===== config.mk =====
export PLATFORM = sky130hd
export DESIGN_NAME = dp_rr_scheduler_flat
export DESIGN_NICKNAME = d
export VERILOG_FILES = /design/src/rtl/dp_rr_scheduler_if.sv /design/src/rtl/dp_rr_scheduler.sv /design/src/flat_wrapper.sv
export SDC_FILE = /design/constraint.sdc
export NUM_CORES = 1
export LEC_CHECK = 0
export CORE_MARGIN = 4
export CORE_UTILIZATION = 36
export CTS_CLUSTER_SIZE = 24
export DETAILED_ROUTE_END_ITERATION = 7
export PLACE_DENSITY = 0.75
export SYNTH_ARGS = -nofsm -noshare
export SYNTH_HDL_FRONTEND = slang
export SYNTH_SLANG_ARGS = --single-unit

===== constraint.sdc =====
create_clock -name clk_i -period 2.2 [get_ports clk_i]
set_clock_uncertainty 0.15 [all_clocks]
set_input_delay 0.55 -clock clk_i [delete_from_list [all_inputs] [get_ports clk_i]]
set_output_delay 0.55 -clock clk_i [all_outputs]
set_load 0.02 [all_outputs]

===== src/rtl/dp_rr_scheduler_if.sv =====
// Bundle of requester, datapath and response signals for dp_rr_scheduler.
// The slave modport is the scheduler's view of the bundle; the master modport is the clients' view.
interface dp_rr_scheduler_if #(
    parameter int WIDTH    = 8,
    parameter int NR_REQ   = 4,
    parameter int ID_WIDTH = (NR_REQ > 1) ? $clog2(NR_REQ) : 1
);
    logic [NR_REQ-1:0]       req_valid_i;
    logic [NR_REQ*WIDTH-1:0] req_data_i;
    logic [NR_REQ-1:0]       req_ready_o;
    logic                    dp_start_o;
    logic [WIDTH-1:0]        dp_data_o;
    logic [WIDTH-1:0]        dp_data_i;
    logic                    rsp_valid_o;
    logic [WIDTH-1:0]        rsp_data_o;
    logic [ID_WIDTH-1:0]     rsp_id_o;
    logic                    rsp_ready_i;
    logic                    busy_o;

    modport slave (
        input  req_valid_i, req_data_i, dp_data_i, rsp_ready_i,
        output req_ready_o, dp_start_o, dp_data_o, rsp_valid_o, rsp_data_o, rsp_id_o, busy_o
    );

    modport master (
        output req_valid_i, req_data_i, dp_data_i, rsp_ready_i,
        input  req_ready_o, dp_start_o, dp_data_o, rsp_valid_o, rsp_data_o, rsp_id_o, busy_o
    );
endinterface


===== src/rtl/dp_rr_scheduler.sv =====
// Round-robin scheduler sharing one fixed-latency datapath between NR_REQ requesters.
// One transaction is in flight at a time; results come back tagged with the requester ID.
module dp_rr_scheduler #(
    parameter int WIDTH   = 8,
    parameter int NR_REQ  = 4,
    parameter int LATENCY = 2
) (
    input  logic             clk_i,
    input  logic             rst_i,
    dp_rr_scheduler_if.slave bus
);
    localparam int ID_WIDTH  = (NR_REQ > 1) ? $clog2(NR_REQ) : 1;
    localparam int CNT_WIDTH = $clog2(LATENCY + 1);

    typedef enum logic [1:0] {IDLE, BUSY, RESP} state_t;

    state_t                state_q, state_d;
    logic [ID_WIDTH-1:0]   ptr_q;
    logic [ID_WIDTH-1:0]   winner;
    logic                  found;
    logic                  grant;
    logic [CNT_WIDTH-1:0]  cnt_q;

    // Search from the priority pointer upward, wrapping, for the first valid requester.
    always_comb begin
        int                  idx;
        logic [ID_WIDTH-1:0] cand;
        found  = 1'b0;
        winner = '0;
        idx    = 0;
        cand   = '0;
        for (int k = 0; k < NR_REQ; k++) begin
            idx  = (int'(ptr_q) + k) % NR_REQ;
            cand = ID_WIDTH'(idx);
            if (!found && bus.req_valid_i[cand]) begin
                found  = 1'b1;
                winner = cand;
            end
        end
    end

    assign grant = (state_q == IDLE) && found;

    // The grant is masked while reset is held so no requester sees an accept during reset.
    always_comb begin
        bus.req_ready_o = '0;
        if (grant && !rst_i) begin
            bus.req_ready_o[winner] = 1'b1;
        end
    end

    always_ff @(posedge clk_i or posedge rst_i) begin
        if (rst_i) begin
            state_q <= IDLE;
        end else begin
            state_q <= state_d;
        end
    end

    always_comb begin
        state_d = state_q;
        case (state_q)
            IDLE:    if (grant) state_d = BUSY;
            BUSY:    if (cnt_q == '0) state_d = RESP;
            RESP:    if (bus.rsp_ready_i) state_d = IDLE;
            default: state_d = IDLE;
        endcase
    end

    always_ff @(posedge clk_i or posedge rst_i) begin
        if (rst_i) begin
            ptr_q           <= '0;
            cnt_q           <= '0;
            bus.dp_start_o  <= 1'b0;
            bus.dp_data_o   <= '0;
            bus.rsp_valid_o <= 1'b0;
            bus.rsp_data_o  <= '0;
            bus.rsp_id_o    <= '0;
        end else begin
            bus.dp_start_o <= 1'b0;
            case (state_q)
                IDLE: begin
                    if (grant) begin
                        bus.dp_data_o  <= bus.req_data_i[int'(winner)*WIDTH +: WIDTH];
                        bus.dp_start_o <= 1'b1;
                        bus.rsp_id_o   <= winner;
                        cnt_q          <= CNT_WIDTH'(LATENCY);
                        ptr_q          <= (winner == ID_WIDTH'(NR_REQ - 1)) ? '0
                                          : winner + ID_WIDTH'(1);
                    end
                end
                BUSY: begin
                    // The counter reaches zero exactly when the datapath result is valid.
                    if (cnt_q == '0) begin
                        bus.rsp_data_o  <= bus.dp_data_i;
                        bus.rsp_valid_o <= 1'b1;
                    end else begin
                        cnt_q <= cnt_q - CNT_WIDTH'(1);
                    end
                end
                RESP: begin
                    if (bus.rsp_ready_i) begin
                        bus.rsp_valid_o <= 1'b0;
                    end
                end
                default: ;
            endcase
        end
    end

    assign bus.busy_o = (state_q != IDLE);
endmodule


===== src/flat_wrapper.sv =====
// flat-port wrapper written by rule: the top's interface ports become plain ports
module dp_rr_scheduler_flat 
#(
    parameter int WIDTH   = 8,
    parameter int NR_REQ  = 4,
    parameter int LATENCY = 2
)
  (clk_i, rst_i, bus_req_valid_i, bus_req_data_i, bus_dp_data_i, bus_rsp_ready_i, bus_req_ready_o, bus_dp_start_o, bus_dp_data_o, bus_rsp_valid_o, bus_rsp_data_o, bus_rsp_id_o, bus_busy_o);
  dp_rr_scheduler_if #(.WIDTH(WIDTH), .NR_REQ(NR_REQ), .ID_WIDTH((2))) bus_i ();
  input  logic clk_i;
  input  logic rst_i;
  input wire logic [$bits(bus_i.req_valid_i)-1:0] bus_req_valid_i;
  input wire logic [$bits(bus_i.req_data_i)-1:0] bus_req_data_i;
  input wire logic [$bits(bus_i.dp_data_i)-1:0] bus_dp_data_i;
  input wire logic [$bits(bus_i.rsp_ready_i)-1:0] bus_rsp_ready_i;
  output wire logic [$bits(bus_i.req_ready_o)-1:0] bus_req_ready_o;
  output wire logic [$bits(bus_i.dp_start_o)-1:0] bus_dp_start_o;
  output wire logic [$bits(bus_i.dp_data_o)-1:0] bus_dp_data_o;
  output wire logic [$bits(bus_i.rsp_valid_o)-1:0] bus_rsp_valid_o;
  output wire logic [$bits(bus_i.rsp_data_o)-1:0] bus_rsp_data_o;
  output wire logic [$bits(bus_i.rsp_id_o)-1:0] bus_rsp_id_o;
  output wire logic [$bits(bus_i.busy_o)-1:0] bus_busy_o;
  assign bus_i.req_valid_i = bus_req_valid_i;
  assign bus_i.req_data_i = bus_req_data_i;
  assign bus_i.dp_data_i = bus_dp_data_i;
  assign bus_i.rsp_ready_i = bus_rsp_ready_i;
  assign bus_req_ready_o = bus_i.req_ready_o;
  assign bus_dp_start_o = bus_i.dp_start_o;
  assign bus_dp_data_o = bus_i.dp_data_o;
  assign bus_rsp_valid_o = bus_i.rsp_valid_o;
  assign bus_rsp_data_o = bus_i.rsp_data_o;
  assign bus_rsp_id_o = bus_i.rsp_id_o;
  assign bus_busy_o = bus_i.busy_o;
  dp_rr_scheduler #(.WIDTH(WIDTH), .NR_REQ(NR_REQ), .LATENCY(LATENCY)) u_core (.clk_i(clk_i), .rst_i(rst_i), .bus(bus_i));
endmodule

==> results.sh <==
export IMPL_status="finished, violations left"
export IMPL_violations="setup timing"
export IMPL_setup_ws_ns=-0.298
export IMPL_antenna_left=0
export IMPL_worstSetupStartpointType="input port"
export IMPL_nNetsFinal=290
export IMPL_clkPwrFrac_pct=12.4
export IMPL_vdd_drop_max_uv=787
export IMPL_slew_viol_final=0
export IMPL_end_kind="output pin"
export IMPL_crit_arrival_ns=1.80
export IMPL_clock_sinks=26
export IMPL_antenna_found_initial=0
export IMPL_place_gp_congestion=0.816
export IMPL_hpwl_um=3230
export IMPL_yosysWarnings=0
export IMPL_yosysUniqueCellTypes=39
export IMPL_clkTransAtPathRegs_ns=0.09
export IMPL_fin_area_sq_mm=0.00260
export IMPL_switchingPower_mw=1.23
export IMPL_drt_total_wl_um=4030
export IMPL_cp_slowest_stage_delay_ns=0.24
export IMPL_drt_iter0_drc=56
export IMPL_drc_errors=0
export IMPL_period_needed_ns=2.50
export IMPL_tns_ns=-1.13
export IMPL_placed_area_sq_mm=0.00243
export IMPL_fin_util_pct=65.4
export IMPL_grt_util_all_layers_pct=16.7
export IMPL_clockRootBuffer="clkbuf_8"
export IMPL_die_h_um=72.0
export IMPL_cp_common_cell="buf_6"
export IMPL_finalSetupViolCount=4
export IMPL_pwr_density_cell_mw_per_mm2=1260
export IMPL_via_per_inst=4.88
export IMPL_max_cap_viol_count=0
export IMPL_total_power_mw=3.27
export IMPL_tightestPinTransition_ns=0.764
export IMPL_hold_violations=0
export IMPL_fin_crit_sh_pct=114
export IMPL_io_pins=72
export IMPL_diodes=0
export IMPL_critPathRequiredTime_ns=1.50
export IMPL_synthFlopType="dfrtp_1"
export IMPL_critPathSlowestCell="and4b_2"
export IMPL_p_seq_share_pct=26.1
export IMPL_critPathKind="in -> out"
export IMPL_io_buffers=71
export IMPL_leakagePower_nw=1.14
export IMPL_synth_avg_cell_area_sq_um=10.5
export IMPL_max_freq_mhz=400
export IMPL_synth_edf_count=0
export IMPL_path_cells="buf_6, or2b_1, and4b_2, nor2_4, inv_4, ha_4, and3_4, buf_6"
export IMPL_first_pass_iters=4
export IMPL_clk_latency_ns=0.28
export IMPL_core_area_sq_mm=0.00397
export IMPL_async_flop_share_pct=100
export IMPL_holdBufCountCts=0
export IMPL_swShare_pct=37.6
export IMPL_h_tree_depth=1
export IMPL_cp_max_fo=5
export IMPL_fp_dieArea_sq_mm=0.00519
export IMPL_tritoncts="yes"
export IMPL_grt_pass1_vias=1444
export IMPL_clockBufferDepth=2
export IMPL_synth_seq_cells=26
export IMPL_p_int_mw=2.04
export IMPL_grt_ovfl_total=0
export IMPL_rsz0062_at_grt="true"
export IMPL_vias=1401
export IMPL_syn_inst=140
export IMPL_wire_per_inst_um=14.1
export IMPL_syn_cell_area_sq_mm=0.00148
export IMPL_die_w_um=72.0
export IMPL_syn2layout_area_growth_pct=76.1
export IMPL_grt_pass1_wl_um=6950
export IMPL_cts_buffers=3
export IMPL_max_slew_margin_rel_pct=48.8
export IMPL_holdCritPathClass="reg -> reg"
export IMPL_synth_fp_nets=192
export IMPL_p_comb_share_pct=61.4
export IMPL_hold_slack_ns=0.333
export IMPL_seq_area_frac_synth_pct=44.1
export IMPL_layout_drive_gt1_share_pct=33.8
export IMPL_fp_row_count=23
export IMPL_start_util_pct=37.1
export IMPL_grt_max_degree=16
per-layer routing:
layer	GRT usage (%)	up-vias	wire length (um)	part of all wire [%]
met4	4.38	0	44	1.1
met1	21.5	651	1730	43
li1	-	700	-	-
met2	28.5	45	2000	50
met5	0	-	0	0
met3	3.88	5	257	6.4
layout make-up:
| cell class | instances | area (sq um) |
|---|---|---|
| Clock inverter | 1 | 30.0 |
| Timing Repair Buffer | 97 | 916 |
| Clock buffer | 3 | 41.3 |
| Inverter | 11 | 46.3 |
| Fill cell | 310 | 1370 |
| Tap cell | 50 | 62.6 |
| Multi-Input combinational cell | 99 | 850 |
| Sequential cell | 26 | 652 |
flip-flops by register name (all words and copies together) (netlist names):
register,flops
u_core.bus.dp_data_o,8
u_core.bus.dp_start_o,1
u_core.bus.rsp_data_o,8
u_core.bus.rsp_id_o,2
u_core.bus.rsp_valid_o,1
u_core.cnt_q,2
u_core.ptr_q,2
u_core.state_q,2
worst max-delay path: cells and delay by family:
kind | cells | cell delay [ns]
buffers and inverters | 3 | 0.30
and+or+nand+nor | 4 | 0.80
adders and majority gates | 1 | 0.15
synthesized netlist by cell type, types with 2 or more instances:
library cell,number,share of area [%]
nor2_1,4,1.0
o221a_2,3,2.3
o221a_1,3,2.3
mux2_2,11,8.4
a21o_1,2,1.0
mux2_4,3,3.1
dfrtp_1,26,44
nand2_1,12,3.1
or4_1,2,1.0
o21ai_0,11,3.7
a21oi_1,4,1.4
mux2i_1,4,2.7
nand3_1,12,4.1
and3_1,4,1.7
ha_1,5,4.2
o221ai_1,2,1.2
inv_1,10,2.5
placed cells by master, fill, tap and decap left out, types with 3 or more instances in the layout:
cell / instances
and3_4: 4
mux2_4: 3
clkdlybuf4s50_1: 62
dfrtp_1: 25
buf_4: 24
o221a_1: 3
o221a_2: 3
mux2i_1: 4
buf_6: 9
mux2_2: 11
o21ai_0: 10
clkbuf_8: 3
a21oi_1: 3
nor2_1: 3
inv_1: 8
nand3_1: 12
nand2_1: 12
through the flow:
stage               std cells  setup WS [ns]
global placement          280          -1.16
detailed placement        280          -1.20
finish                    287         -0.298
floorplan                 140         -0.227
CTS                       286         -0.291
global route              287         -0.364
final timing paths:
| check | startpoint | end | slack (ns) | cells past startpoint |
|---|---|---|---|---|
| max reg2reg | u_core.state_q[1] | u_core.bus.dp_data_o[2] | 0.02 | 7 |
| min reg2reg | u_core.bus.rsp_id_o[1] | u_core.bus.rsp_id_o[1] | 0.33 | 2 |
| min in group asynchronous | rst_i | u_core.bus.rsp_id_o[1] | 0.57 | 3 |
| max in group asynchronous | rst_i | u_core.ptr_q[1] | 1.14 | 3 |
| max | bus_req_valid_i[3] | bus_req_ready_o[1] | -0.30 | 8 |
| min | u_core.bus.rsp_id_o[1] | u_core.bus.rsp_id_o[1] | 0.33 | 2 |
kinds of logic (layout without fill, tap and decap cells):
family | Yosys count | after routing | share of synthesized area, %
simple gates | 46 | 46 | 18.4
compound gates | 30 | 30 | 14.7
flops | 26 | 26 | 44.1
mux | 18 | 18 | 14.2
buf+inv | 15 | 112 | 4.41
fa+ha+maj | 5 | 5 | 4.24
power by group through the flow:
stage | logic, mW | registers [mW] | clock network, mW
after detailed placement | 1.92 | 0.853 | 0
after CTS | 2.01 | 0.855 | 0.407
final | 2.01 | 0.854 | 0.405
after global routing | 2.19 | 0.890 | 0.436
after floorplan | 0.890 | 1.07 | 0
after global placement | 1.88 | 0.850 | 0
timing repair:
action                                  4_1_cts  5_1_grt
buffers inserted                              2        1
endpoints found under the hold margin         0        0
pin swaps                                     7        3
resized for setup                            65        1
cloned                                        0        0
endpoints found under the setup margin       13       10
Note: power is estimated with default switching activity, not from simulation.
